## src/rtl/uart_cmd_ctrl.sv

```systemverilog
// Command-frame parser behind the UART receiver: SYNC/ADDR/DATA/SUM frames become
// single-cycle configuration writes; checksum failures and inter-byte stalls are flagged and counted.
module uart_cmd_ctrl #(
  parameter int unsigned        TMO_WID = 20,
  parameter logic [TMO_WID-1:0] TMO_CNT = 20'd270000,
  parameter logic [7:0]         SYNC    = 8'hA5
) (
  input  logic       i_clk,
  input  logic       i_rst_n,
  input  logic [7:0] i_rx_data,
  input  logic       i_rx_dataen,
  output logic [7:0] o_reg_addr,
  output logic [7:0] o_reg_wdata,
  output logic       o_reg_we,
  output logic       o_err,
  output logic [7:0] o_err_cnt,
  output logic       o_busy
);

  typedef enum logic [1:0] {
    ST_IDLE = 2'd0,
    ST_ADDR = 2'd1,
    ST_DATA = 2'd2,
    ST_SUM  = 2'd3
  } state_t;

  // The counter restarts at 0 in the cycle after a byte, so the stall decision is
  // taken when it holds TMO_CNT-2; the registered o_err then lands TMO_CNT cycles after that byte.
  localparam logic [TMO_WID-1:0] TMO_LAST = TMO_CNT - TMO_WID'(2);

  function automatic logic [7:0] frame_sum(input logic [7:0] addr, input logic [7:0] data);
    frame_sum = addr + data;
  endfunction

  state_t             state_r;
  state_t             state_s;
  logic [TMO_WID-1:0] tmo_cnt_r;
  logic [TMO_WID-1:0] tmo_cnt_s;
  logic [7:0]         addr_r;
  logic [7:0]         addr_s;
  logic [7:0]         data_r;
  logic [7:0]         data_s;
  logic               we_s;
  logic               err_s;
  logic [7:0]         reg_addr_r;
  logic [7:0]         reg_wdata_r;
  logic               reg_we_r;
  logic               err_r;
  logic [7:0]         err_cnt_r;
  logic               busy_r;

  // Next state, payload capture, checksum verdict and stall detection
  always_comb begin
    state_s   = state_r;
    addr_s    = addr_r;
    data_s    = data_r;
    tmo_cnt_s = '0;
    we_s      = 1'b0;
    err_s     = 1'b0;
    if (state_r == ST_IDLE) begin
      if (i_rx_dataen && (i_rx_data == SYNC)) begin
        state_s = ST_ADDR;
      end else begin
        state_s = ST_IDLE;
      end
    end else if (i_rx_dataen) begin
      // A byte always beats a coincident timeout; SYNC here is ordinary payload.
      case (state_r)
        ST_ADDR: begin
          addr_s  = i_rx_data;
          state_s = ST_DATA;
        end
        ST_DATA: begin
          data_s  = i_rx_data;
          state_s = ST_SUM;
        end
        ST_SUM: begin
          if (i_rx_data == frame_sum(addr_r, data_r)) begin
            we_s = 1'b1;
          end else begin
            err_s = 1'b1;
          end
          state_s = ST_IDLE;
        end
        default: begin
          state_s = ST_IDLE;
        end
      endcase
    end else if (tmo_cnt_r == TMO_LAST) begin
      err_s   = 1'b1;
      state_s = ST_IDLE;
    end else begin
      tmo_cnt_s = tmo_cnt_r + TMO_WID'(1);
    end
  end

  // State, payload and registered outputs
  always_ff @(posedge i_clk) begin
    if (!i_rst_n) begin
      state_r     <= ST_IDLE;
      tmo_cnt_r   <= '0;
      addr_r      <= 8'h00;
      data_r      <= 8'h00;
      reg_addr_r  <= 8'h00;
      reg_wdata_r <= 8'h00;
      reg_we_r    <= 1'b0;
      err_r       <= 1'b0;
      err_cnt_r   <= 8'h00;
      busy_r      <= 1'b0;
    end else begin
      state_r   <= state_s;
      tmo_cnt_r <= tmo_cnt_s;
      addr_r    <= addr_s;
      data_r    <= data_s;
      reg_we_r  <= we_s;
      err_r     <= err_s;
      busy_r    <= (state_s != ST_IDLE);
      if (we_s) begin
        reg_addr_r  <= addr_r;
        reg_wdata_r <= data_r;
      end
      if (err_s && (err_cnt_r != 8'hFF)) begin
        err_cnt_r <= err_cnt_r + 8'd1;
      end
    end
  end

  assign o_reg_addr  = reg_addr_r;
  assign o_reg_wdata = reg_wdata_r;
  assign o_reg_we    = reg_we_r;
  assign o_err       = err_r;
  assign o_err_cnt   = err_cnt_r;
  assign o_busy      = busy_r;

endmodule

```

## config.mk

```make
export PLATFORM = sky130hd
export DESIGN_NAME = uart_cmd_ctrl
export DESIGN_NICKNAME = d
export VERILOG_FILES = /design/src/rtl/uart_cmd_ctrl.sv
export SDC_FILE = /design/constraint.sdc
export NUM_CORES = 1
export LEC_CHECK = 0
export ABC_CLOCK_PERIOD_IN_PS = 5200
export CAP_MARGIN = 30
export CORE_MARGIN = 5
export CORE_UTILIZATION = 40
export CTS_BUF_LIST = sky130_fd_sc_hd__clkbuf_8 sky130_fd_sc_hd__clkbuf_16
export DETAILED_ROUTE_END_ITERATION = 8
export PLACE_DENSITY = 0.61
export SYNTH_ARGS = -nofsm -noshare
export SYNTH_HDL_FRONTEND = slang
export SYNTH_SLANG_ARGS = --single-unit
```

## constraint.sdc

```tcl
create_clock -name i_clk -period 5.2 [get_ports i_clk]
set_input_delay 0.78 -clock i_clk [delete_from_list [all_inputs] [get_ports i_clk]]
set_output_delay 0.78 -clock i_clk [all_outputs]
set_load 0.05 [all_outputs]
```

==> results.py, run 1 <==
metrics = {
    "floorplanning": {
        "row_count": 32,
        "core_footprint_um2": 7690,
        "die-height_um": 98.8,
        "initial_utilization_pct": 41.0,
        "io-pin-count": 38,
        "dieWidth_um": 98.8,
        "die_area_um2": 9760,
    },
    "power_and_ir_drop": {
        "power_leakage_nw": 1.38,
        "p_per_area_nw_per_um2": 261,
        "total_power_w": 0.00100,
        "vdd_ir_drop_max_mv": 0.165,
    },
    "drt": {
        "wl_um": 6810,
        "drt_iter0_drc": 143,
        "antenna_violating_nets_left": 0,
        "drt-pass1-iter-count": 4,
        "via_per_inst": 5.15,
        "drc": 0,
        "vias": 2624,
        "route.detailed.wl_per_inst_um": 13.4,
    },
    "critical_path": {
        "reg2reg_slack_ns": 2.29,
        "cp_top_family": "simple AND/OR/NAND/NOR gates",
        "crit_fanout": 13,
        "regToRegStartpoint": "addr_r[0]",
        "cp-end-kind": "flip-flop",
        "critical_path.n_buffers_inverters": 1,
        "critPathLaunchType": "primary input",
        "crit_chain": "clkdlybuf4s50_1 > nor2b_1 > nand2_1 > a32oi_2 > o21ai_2 > or4_1 > a21oi_1",
        "critical_path_arrival_ns": 3.18,
        "reg2reg_depth": 9,
        "cp_slowest_stage_delay_ns": 0.73,
        "worst_r2r_endpoint": "o_reg_wdata[4]",
        "critical-path-slowest-cell": "sky130_fd_sc_hd__nor2b_1",
        "crit_type": "in2reg",
        "critical_path_required_ns": 5.45,
    },
    "clock_tree": {
        "cts_buffers": 9,
        "tritoncts_clock_tree": "yes",
        "cts_buffer_depth": 2,
        "ctsHtreeMaxLevel": 3,
        "cts-hold-fix-buffers": 0,
        "cts_post_setup_buffers_inserted": 0,
        "clock_latency_ns": 0.34,
        "ctsResizeCount": 0,
        "clock_sinks": 65,
        "clkTransAtPathRegs_ns": 0.07,
        "clock-root-buffer": "sky130_fd_sc_hd__clkbuf_8",
    },
    "placed_design": {
        "place.gp.congestion": 0.842,
        "dp_hpwl_um": 4760,
        "place_ws_ns": 1.82,
        "dpl-instance-area_um2": 3590,
        "port_buffers": 37,
    },
    "synth": {
        "postSynthNetCount": 393,
        "synth_ff_type": "sky130_fd_sc_hd__dfxtp_1",
        "synth_enable_flop_cells": 0,
        "synth-seq-area-share_pct": 41.3,
        "synth_async_sr_flop_share_pct": 0,
        "synth_seq_cells": 65,
        "syn_area_per_cell_um2": 8.59,
        "netlist-cell-type-count": 50,
        "postSynthCellCount": 367,
        "ys_warn_count": 0,
        "synth.cell_area_um2": 3150,
    },
    "layout": {
        "fill_cells": 788,
        "area_delta_synth_final_pct": 21.8,
        "drive_above_1_share_pct": 6.13,
        "count_of_inserted_antenna_diode_cells": 0,
        "stdcell_area_um2": 3840,
        "num-nets-final": 429,
    },
    "sta": {
        "slew_viol_final": 0,
        "min_period_ns": 2.93,
        "min_period_over_period_pct": 56.3,
        "timing_hold_violations_final": 0,
        "setup_violations": 0,
        "fin_worst_skew_ns": 0.00797,
        "tightestPinTransition_ns": 0.896,
        "timing.fmax_ghz": 0.342,
        "whs_ns": 0.456,
        "timing.final.ws_setup_ns": 2.27,
        "rsz_0062_raised_after_global_routing": "no",
        "setup-tns-final_ns": 0,
        "slew-limit-headroom_pct": 40.2,
    },
    "grt": {
        "grt.overflow.total": 0,
        "grt_first_pass_wirelength_um": 11900,
        "grt_antenna_before_repair": 0,
        "grt_pass1_vias": 2508,
        "grt_max_degree": 38,
        "tot_gr_track_use_pct": 15.0,
    },
    "hold_path": {
        "whs_path_depth": 2,
        "hold_path_startpoint": "o_reg_wdata[3]",
        "worst_hold_path_type": "reg2reg",
        "hold_worst_path_end": "o_reg_wdata[3]",
    },
    "status": {
        "outcome": "complete, no violations",
    },
    "flow_run": {
        "drv.max_cap_violation_count": 0,
    },
}
## worst reg2reg max path, cell delays in order (launching register included)
cell and delay, ns:
sky130_fd_sc_hd__dfxtp_1 0.35, sky130_fd_sc_hd__ha_1 0.25, sky130_fd_sc_hd__fa_1 0.44, sky130_fd_sc_hd__a211oi_1 0.34
sky130_fd_sc_hd__o21bai_1 0.12, sky130_fd_sc_hd__a211oi_1 0.30, sky130_fd_sc_hd__o22ai_1 0.13, sky130_fd_sc_hd__or3_1 0.51
sky130_fd_sc_hd__buf_16 0.22, sky130_fd_sc_hd__mux2i_1 0.13
## Yosys cell counts (2+ instances only)
cell type | instances | share of area (%)
sky130_fd_sc_hd__nand2_1 | 71 | 8.5
sky130_fd_sc_hd__xor2_1 | 14 | 3.9
sky130_fd_sc_hd__nand3_1 | 24 | 3.8
sky130_fd_sc_hd__or4_1 | 2 | 0.48
sky130_fd_sc_hd__clkbuf_1 | 11 | 1.3
sky130_fd_sc_hd__o31ai_1 | 2 | 0.48
sky130_fd_sc_hd__dfxtp_1 | 65 | 41
sky130_fd_sc_hd__buf_6 | 2 | 0.71
sky130_fd_sc_hd__mux2i_1 | 16 | 5.1
sky130_fd_sc_hd__nand4_1 | 6 | 1.2
sky130_fd_sc_hd__clkinv_1 | 2 | 0.24
sky130_fd_sc_hd__or3_1 | 6 | 1.2
sky130_fd_sc_hd__nor4_1 | 2 | 0.40
sky130_fd_sc_hd__inv_1 | 6 | 0.71
sky130_fd_sc_hd__and3_1 | 4 | 0.79
sky130_fd_sc_hd__a211oi_1 | 3 | 0.71
sky130_fd_sc_hd__nor2_1 | 31 | 3.7
sky130_fd_sc_hd__nor4bb_1 | 3 | 0.95
sky130_fd_sc_hd__and2_1 | 2 | 0.40
sky130_fd_sc_hd__xnor2_1 | 14 | 3.9
sky130_fd_sc_hd__and3_2 | 2 | 0.48
sky130_fd_sc_hd__a21boi_0 | 2 | 0.48
sky130_fd_sc_hd__a21oi_1 | 30 | 4.8
sky130_fd_sc_hd__o21ai_0 | 8 | 1.3
sky130_fd_sc_hd__ha_1 | 14 | 5.6
## cells in the final DEF, fill, tap and decap left out, types with 2 or more instances in the layout
cell type and instances:
sky130_fd_sc_hd__nand2_1 71, sky130_fd_sc_hd__dfxtp_1 65, sky130_fd_sc_hd__clkdlybuf4s50_1 37, sky130_fd_sc_hd__nor2_1 31, sky130_fd_sc_hd__a21oi_1 30, sky130_fd_sc_hd__nand3_1 24
sky130_fd_sc_hd__mux2i_1 16, sky130_fd_sc_hd__xor2_1 14, sky130_fd_sc_hd__xnor2_1 14, sky130_fd_sc_hd__ha_1 14, sky130_fd_sc_hd__clkbuf_8 11, sky130_fd_sc_hd__inv_1 9
sky130_fd_sc_hd__o21ai_0 8, sky130_fd_sc_hd__nand4_1 6, sky130_fd_sc_hd__or3_1 6, sky130_fd_sc_hd__and3_1 4, sky130_fd_sc_hd__a211oi_1 3, sky130_fd_sc_hd__nor4bb_1 3
sky130_fd_sc_hd__and3_2 2, sky130_fd_sc_hd__nor4_1 2, sky130_fd_sc_hd__and2_1 2, sky130_fd_sc_hd__a21boi_0 2, sky130_fd_sc_hd__o31ai_1 2, sky130_fd_sc_hd__or4_1 2
sky130_fd_sc_hd__clkinv_1 2, sky130_fd_sc_hd__bufinv_16 2
## state kept, by name (all words and copies together), names as in the netlist
name         cells
o_err_cnt        8
data_r           8
o_reg_addr       8
state_r          2
tmo_cnt_r       20
o_busy           1
addr_r           8
o_err            1
o_reg_wdata      8
o_reg_we         1
## per-stage QoR
step / std cells / util (%)
floorplan: 367 / -
global route: 510 / 50.0
CTS: 509 / 49.6
global placement: 493 / 46.7
detailed placement: 493 / 46.7
finish: 510 / 50.0
## worst max path at each step
stage	startpoint	end	cells after the start
after floorplan	addr_r[0]	o_reg_addr[0]	10
final	i_rx_dataen	o_err_cnt[5]	7
after global routing	i_rx_dataen	o_err_cnt[7]	7
after global placement	i_rx_data[3]	o_reg_wdata[0]	7
after detailed placement	i_rx_dataen	o_reg_wdata[4]	5
after CTS	addr_r[0]	o_reg_wdata[4]	8
## logic make-up (layout without fill, tap and decap cells)
logic type                 Yosys count  after routing  share of synthesized area, %
buffers and inverters               22             63                          3.13
AOI/OAI and AO/OA                   59             59                          11.6
DFF                                 65             65                          41.3
muxes                               16             16                          5.08
xor gates and xnor gates            28             28                          7.78
and+or+nand+nor                    162            162                          24.9
adders and majority gates           15             15                          6.19
## where the power goes
part / total, W / internal, W / switching [W]
Clock: 0.000475 / 0.000291 / 0.000184
Sequential: 0.000498 / 0.000498 / 0.0000000139
Combinational: 0.0000275 / 0.0000117 / 0.0000158
Total: 0.00100 / 0.000801 / 0.000200
## area by class of cell
| type | count | area, um2 | area share, % |
|---|---|---|---|
| clock buffers | 11 | 151 | 3.94 |
| clock inverters | 5 | 71.3 | 1.86 |
| inverters | 8 | 30.0 | 0.782 |
| multi-input cells | 280 | 1750 | 45.7 |
| flip-flops and latches | 65 | 1300 | 33.9 |
| well taps | 102 | 128 | 3.32 |
| repair buffers | 39 | 405 | 10.6 |
## layer usage
metal  track usage [%]  share of wire, %  up-vias
met2              23.6                45       58
met4              6.62               1.8        0
met3              3.47               5.0       10
li1                  -                 -     1344
met5                 0                 0        -
met1              19.5                49     1212
Power figures use the tool's default switching activity.
==> run 2: changes to the inputs <==
Settings changed: ABC_CLOCK_PERIOD_IN_PS 5200 to 2900.
Clock period 5.2 ns to 2.9 ns, I/O delays scaled along.
==> run 2 against run 1 <==
Effect of this change:
- clock power grew 60%
- sequential power increased by 79%
- total power grew 71%
- critical path depth increased by 2
- wire length grew 0.62%
- first-iteration DRC count shrank 50%
- cell count increased by 0.20%
- clock skew is 0.0013 ns lower
- critical endpoint is now o_err_cnt[6]
==> results.py, run 2 (synthesis results as in run 1) <==
metrics = {
    "status": {
        "outcome": "complete, no violations",
    },
    "critical_path": {
        "critical_path_required_ns": 3.13,
        "crit_type": "reg2reg",
        "critPathLaunchType": "flip-flop",
        "regToRegStartpoint": "addr_r[0]",
        "cp_top_family": "compound AO/OA/AOI/OAI gates",
        "reg2reg_slack_ns": 0.16,
        "reg2reg_depth": 9,
        "crit_fanout": 3,
        "crit_chain": "ha_1 > fa_1 > a211oi_2 > o21bai_1 > a211oi_1 > o22ai_1 > or2_2 > a311o_1 > o311a_1",
        "critical-path-slowest-cell": "sky130_fd_sc_hd__fa_1",
        "critical_path_arrival_ns": 2.97,
        "critical_path.n_buffers_inverters": 0,
        "cp_slowest_stage_delay_ns": 0.44,
        "cp-end-kind": "flip-flop",
        "worst_r2r_endpoint": "o_err_cnt[6]",
    },
    "layout": {
        "stdcell_area_um2": 3840,
        "drive_above_1_share_pct": 7.33,
        "final_common_cell": "sky130_fd_sc_hd__nand2_1",
        "area_delta_synth_final_pct": 21.7,
        "biggest_register": "tmo_cnt_r",
        "largest_reg_flops": 20,
        "commonest_non_fill_non_tap_cells_in_the_layout": "71 x sky130_fd_sc_hd__nand2_1, 65 x sky130_fd_sc_hd__dfxtp_1, 37 x sky130_fd_sc_hd__clkdlybuf4s50_1",
        "post_layout_nonfiller_instances": 511,
        "fill_cells": 770,
        "count_of_inserted_antenna_diode_cells": 0,
        "num-nets-final": 431,
        "final_util_pct": 49.9,
    },
    "floorplanning": {
        "io-pin-count": 38,
        "row_count": 32,
        "die-height_um": 98.8,
        "die_area_um2": 9760,
        "dieWidth_um": 98.8,
        "initial_utilization_pct": 41.0,
        "core_footprint_um2": 7690,
    },
    "clock_tree": {
        "clock_latency_ns": 0.34,
        "tritoncts_clock_tree": "yes",
        "clock-root-buffer": "sky130_fd_sc_hd__clkbuf_8",
        "ctsHtreeMaxLevel": 3,
        "cts_buffers": 9,
        "clkTransAtPathRegs_ns": 0.07,
        "clock_sinks": 65,
        "cts-hold-fix-buffers": 0,
        "cts_buffer_depth": 2,
    },
    "grt": {
        "grt.overflow.total": 0,
        "grt-busiest-layer": "met2",
        "grt_max_degree": 29,
        "grt_first_pass_wirelength_um": 11700,
        "grt_util_met1_pct": 19.0,
        "tot_gr_track_use_pct": 14.9,
        "grt_util_met2_pct": 23.5,
        "grt_pass1_vias": 2466,
        "globalRouteMet3Util_pct": 3.75,
        "grt_antenna_before_repair": 0,
    },
    "sta": {
        "min_period_over_period_pct": 94.3,
        "setup_violations": 0,
        "whs_ns": 0.456,
        "rsz_0062_raised_after_global_routing": "no",
        "slew-limit-headroom_pct": 53.9,
        "tightestPinTransition_ns": 0.689,
        "setup-tns-final_ns": 0,
        "timing_hold_violations_final": 0,
        "timing.fmax_ghz": 0.366,
        "min_period_ns": 2.74,
        "fin_worst_skew_ns": 0.00670,
        "slew_viol_final": 0,
    },
    "power_and_ir_drop": {
        "vdd_ir_drop_max_mv": 0.340,
        "power_leakage_nw": 1.37,
        "p_per_area_nw_per_um2": 445,
    },
    "drt": {
        "drt_iter0_drc": 72,
        "route.detailed.wl_per_inst_um": 13.4,
        "via_per_inst": 5.11,
        "drc": 0,
        "drt-pass1-iter-count": 4,
        "wl_um": 6860,
        "antenna_violating_nets_left": 0,
        "vias": 2609,
    },
    "placed_design": {
        "numPlacedInstances": 496,
        "dp_hpwl_um": 4850,
        "place.gp.congestion": 0.820,
        "port_buffers": 37,
        "dpl-instance-area_um2": 3620,
    },
    "hold_path": {
        "whs_path_depth": 2,
        "hold_path_startpoint": "o_reg_wdata[7]",
        "worst_hold_path_type": "reg2reg",
        "hold_worst_path_end": "o_reg_wdata[7]",
    },
    "flow_run": {
        "drv.max_cap_violation_count": 0,
    },
}
-- run 2: changes by cell type in the layout (fill, tap and decap cells not counted), sizes merged --
cell / delta
buf: +2
clkinv: +2
inv: -2
bufinv: -1
-- run 2: tightest hold or removal path: stages (launching register included) --
cell and delay [ns]:
sky130_fd_sc_hd__dfxtp_1 0.31, sky130_fd_sc_hd__nand2_1 0.05, sky130_fd_sc_hd__mux2i_1 0.05
-- run 2: through the flow --
step	power [W]	worst slack (ns)
3_5_place_dp	0.000964	0.125
3_3_place_gp	0.000964	0.185
6_report	0.00171	0.164
2_1_floorplan	0.000936	0.268
4_1_cts	0.00173	0.114
5_1_grt	0.00177	0.00915
-- run 2: final cells by class --
class / instances / area [um2] / share of cell area [%]
timing repair buffer: 41 / 413 / 10.8
multi-input combinational: 280 / 1770 / 46.2
inverter: 8 / 30.0 / 0.782
tap: 102 / 128 / 3.32
clock buffer: 11 / 151 / 3.94
clock inverter: 4 / 43.8 / 1.14
sequential: 65 / 1300 / 33.9
-- run 2: per-layer routing --
layer  share of wire [%]  up-vias  routed length (um)
li1                    -     1345                   -
met1                  46     1202                3180
met2                  46       51                3190
met3                 5.0       11                 345
met4                 2.0        0                 140
met5                   0        -                   0
-- run 2: power breakdown --
part           leakage (nW)  switching [W]  internal [W]
registers             0.523   0.0000000288      0.000892
clock network         0.106       0.000329      0.000433
logic                 0.745      0.0000301     0.0000220
total                  1.37       0.000359       0.00135
-- run 2: how the worst max path moves through the flow --
stage,cells past startpoint,to,startpoint
floorplan,10,o_reg_addr[0],addr_r[0]
global placement,9,o_err_cnt[7],addr_r[0]
detailed placement,9,o_err_cnt[5],addr_r[0]
CTS,9,o_err_cnt[5],addr_r[0]
global route,9,o_err_cnt[6],addr_r[0]
finish,9,o_err_cnt[6],addr_r[0]
-- run 2: repair_timing --
action	CTS	global route
gates resized for setup	0	3
setup endpoints to repair	0	8
buffers inserted	0	0
==> run 3: changes to the inputs <==
Settings changed: CELL_PAD_IN_SITES_DETAIL_PLACEMENT from default to 2, CELL_PAD_IN_SITES_GLOBAL_PLACEMENT from default to 2, CORE_UTILIZATION 40 to 34, PLACE_DENSITY 0.61 to 0.81.
==> run 3 against run 2 <==
Effect of this change:
- flip-flop and latch count is the same
- critical path depth unchanged
- maximum frequency decreased by 2.0%
- via count is 7.2% higher
- non-clock buffer count grew 4
- cell count up 2.7%
- cell area up 1.8%
- die area increased by 16%
- setup slack got worse by 0.055 ns
- register-to-register slack worse by 0.06 ns
==> results.py, run 3 (synthesis results as in run 1) <==
metrics = {
    "layout": {
        "drive_above_1_share_pct": 9.42,
        "area_delta_synth_final_pct": 23.9,
        "biggest_register": "tmo_cnt_r",
        "count_of_inserted_antenna_diode_cells": 0,
        "final_common_cell": "sky130_fd_sc_hd__nand2_1",
        "post_layout_nonfiller_instances": 525,
        "num-nets-final": 435,
        "largest_reg_flops": 20,
        "commonest_non_fill_non_tap_cells_in_the_layout": "71 x sky130_fd_sc_hd__nand2_1, 65 x sky130_fd_sc_hd__dfxtp_1, 37 x sky130_fd_sc_hd__clkdlybuf4s50_1",
    },
    "sta": {
        "tightestPinTransition_ns": 0.693,
        "timing_hold_violations_final": 0,
        "slew_viol_final": 0,
        "slew-limit-headroom_pct": 53.7,
        "fin_worst_skew_ns": 0.00930,
        "min_period_ns": 2.79,
        "timing.fmax_ghz": 0.358,
        "setup_violations": 0,
        "min_period_over_period_pct": 96.2,
    },
    "critical_path": {
        "cp_top_family": "simple AND/OR/NAND/NOR gates",
        "regToRegStartpoint": "addr_r[0]",
        "critPathLaunchType": "flip-flop",
        "cp_slowest_stage_delay_ns": 0.54,
        "critical_path_arrival_ns": 3.03,
        "worstSetupPathDepth": 9,
        "critical_path_required_ns": 3.14,
        "crit_type": "reg2reg",
        "critical_path.n_buffers_inverters": 0,
        "crit_fanout": 3,
        "worst_r2r_endpoint": "o_err_cnt[6]",
        "reg2reg_slack_ns": 0.11,
        "reg2reg_depth": 9,
        "critical-path-slowest-cell": "sky130_fd_sc_hd__fa_2",
        "cp-end-kind": "flip-flop",
        "crit_chain": "ha_2 > fa_2 > xnor2_1 > nand2_1 > nor4_2 > nand4_1 > or2_4 > a311o_1 > o311a_1",
    },
    "grt": {
        "grt.overflow.total": 0,
        "grt_util_met1_pct": 20.5,
        "globalRouteMet3Util_pct": 3.10,
        "grt_pass1_vias": 3027,
        "grt_max_degree": 26,
        "grt_first_pass_wirelength_um": 15200,
        "grt-busiest-layer": "met2",
        "tot_gr_track_use_pct": 16.9,
        "grt_antenna_before_repair": 0,
        "grt_util_met2_pct": 29.2,
    },
    "floorplanning": {
        "row_count": 35,
        "initial_utilization_pct": 34.4,
        "core_footprint_um2": 9150,
        "io-pin-count": 38,
        "die-height_um": 106,
        "die_area_um2": 11300,
        "dieWidth_um": 106,
    },
    "drt": {
        "vias": 2797,
        "drc": 0,
        "antenna_violating_nets_left": 0,
        "route.detailed.wl_per_inst_um": 17.3,
        "drt-pass1-iter-count": 3,
        "wl_um": 9080,
        "drt_iter0_drc": 67,
        "via_per_inst": 5.33,
    },
    "clock_tree": {
        "cts_post_setup_buffers_inserted": 0,
        "clock_sinks": 65,
        "cts_buffers": 9,
        "clock_latency_ns": 0.35,
        "cts-hold-fix-buffers": 0,
        "cts_buffer_depth": 2,
        "clkTransAtPathRegs_ns": 0.07,
        "tritoncts_clock_tree": "yes",
        "ctsHtreeMaxLevel": 3,
        "clock-root-buffer": "sky130_fd_sc_hd__clkbuf_8",
    },
    "power_and_ir_drop": {
        "p_per_area_nw_per_um2": 452,
        "p_int_w": 0.00138,
        "total_power_w": 0.00177,
        "part_of_the_total_power_dissipated_in_the_clock_network_pct": 46.4,
        "swShare_pct": 22.1,
        "power_leakage_nw": 1.39,
        "combPwrFrac_pct": 3.1,
        "p_switching_w": 0.000391,
        "p_seq_share_pct": 50.5,
        "vdd_ir_drop_max_mv": 0.244,
    },
    "hold_path": {
        "worst_hold_path_type": "reg2reg",
        "whs_path_depth": 2,
        "hold_worst_path_end": "o_reg_addr[0]",
        "hold_path_startpoint": "o_reg_addr[0]",
    },
    "placed_design": {
        "dp_hpwl_um": 6560,
        "numPlacedInstances": 509,
        "place.gp.congestion": 0.849,
        "port_buffers": 37,
    },
    "flow_run": {
        "drv.max_cap_violation_count": 0,
    },
    "status": {
        "outcome": "complete, no violations",
    },
}
[run 3: how the worst max path moves through the flow]
stage                    from              to  slack [ns]
finish              addr_r[0]    o_err_cnt[6]        0.11
global route        addr_r[0]  o_reg_wdata[7]       -0.06
CTS                 addr_r[0]    o_err_cnt[7]        0.02
detailed placement  addr_r[0]    o_err_cnt[7]         0.1
global placement    addr_r[0]    o_err_cnt[7]        0.17
floorplan           addr_r[0]   o_reg_addr[0]        0.27
[run 3: layout make-up]
class                           count  area, um2
Clock inverter                      4       42.5
Fill cell                        1008       5250
Clock buffer                       12        165
Timing Repair Buffer               45        430
Tap cell                          111        139
Sequential cell                    65       1300
Inverter                            8       30.0
Multi-Input combinational cell    280       1800
[run 3: metal layers]
| metal | wire [um] | up-vias |
|---|---|---|
| li1 | - | 1356 |
| met1 | 4050 | 1392 |
| met2 | 4580 | 35 |
| met3 | 277 | 14 |
| met4 | 176 | 0 |
| met5 | 0 | - |
[run 3: repair_timing]
action                                  CTS  global route
endpoints found under the setup margin    0            26
resized for setup                         0             9
endpoints found under the hold margin     0             0
[run 3: power groups by stage]
stage	Sequential [W]	Combinational [W]	Clock, W
floorplan	0.000913	0.0000235	0
CTS	0.000892	0.0000541	0.000843
finish	0.000892	0.0000551	0.000819
global placement	0.000913	0.0000521	0
global route	0.000892	0.0000600	0.000879
detailed placement	0.000913	0.0000535	0
[run 3: stage by stage]
| step | worst slack (ns) | hold WS (ns) | util [%] | instance area [um2] | TNS (ns) |
|---|---|---|---|---|---|
| floorplan | 0.268 | 0.441 | - | 3150 | 0 |
| global placement | 0.170 | 0.445 | 39.9 | 3650 | 0 |
| detailed placement | 0.0985 | 0.459 | 39.9 | 3650 | 0 |
| CTS | 0.0214 | 0.469 | 42.2 | 3860 | 0 |
| global route | -0.0626 | 0.495 | 42.7 | 3910 | -0.436 |
| finish | 0.109 | 0.465 | 42.7 | 3910 | 0 |
[run 3: worst reg2reg max path: stages, from the launching register on]
cell and delay, ns:
sky130_fd_sc_hd__dfxtp_1 0.33, sky130_fd_sc_hd__ha_2 0.21, sky130_fd_sc_hd__fa_2 0.54, sky130_fd_sc_hd__xnor2_1 0.11, sky130_fd_sc_hd__nand2_1 0.09, sky130_fd_sc_hd__nor4_2 0.32, sky130_fd_sc_hd__nand4_1 0.28, sky130_fd_sc_hd__or2_4 0.32
sky130_fd_sc_hd__a311o_1 0.34, sky130_fd_sc_hd__o311a_1 0.13
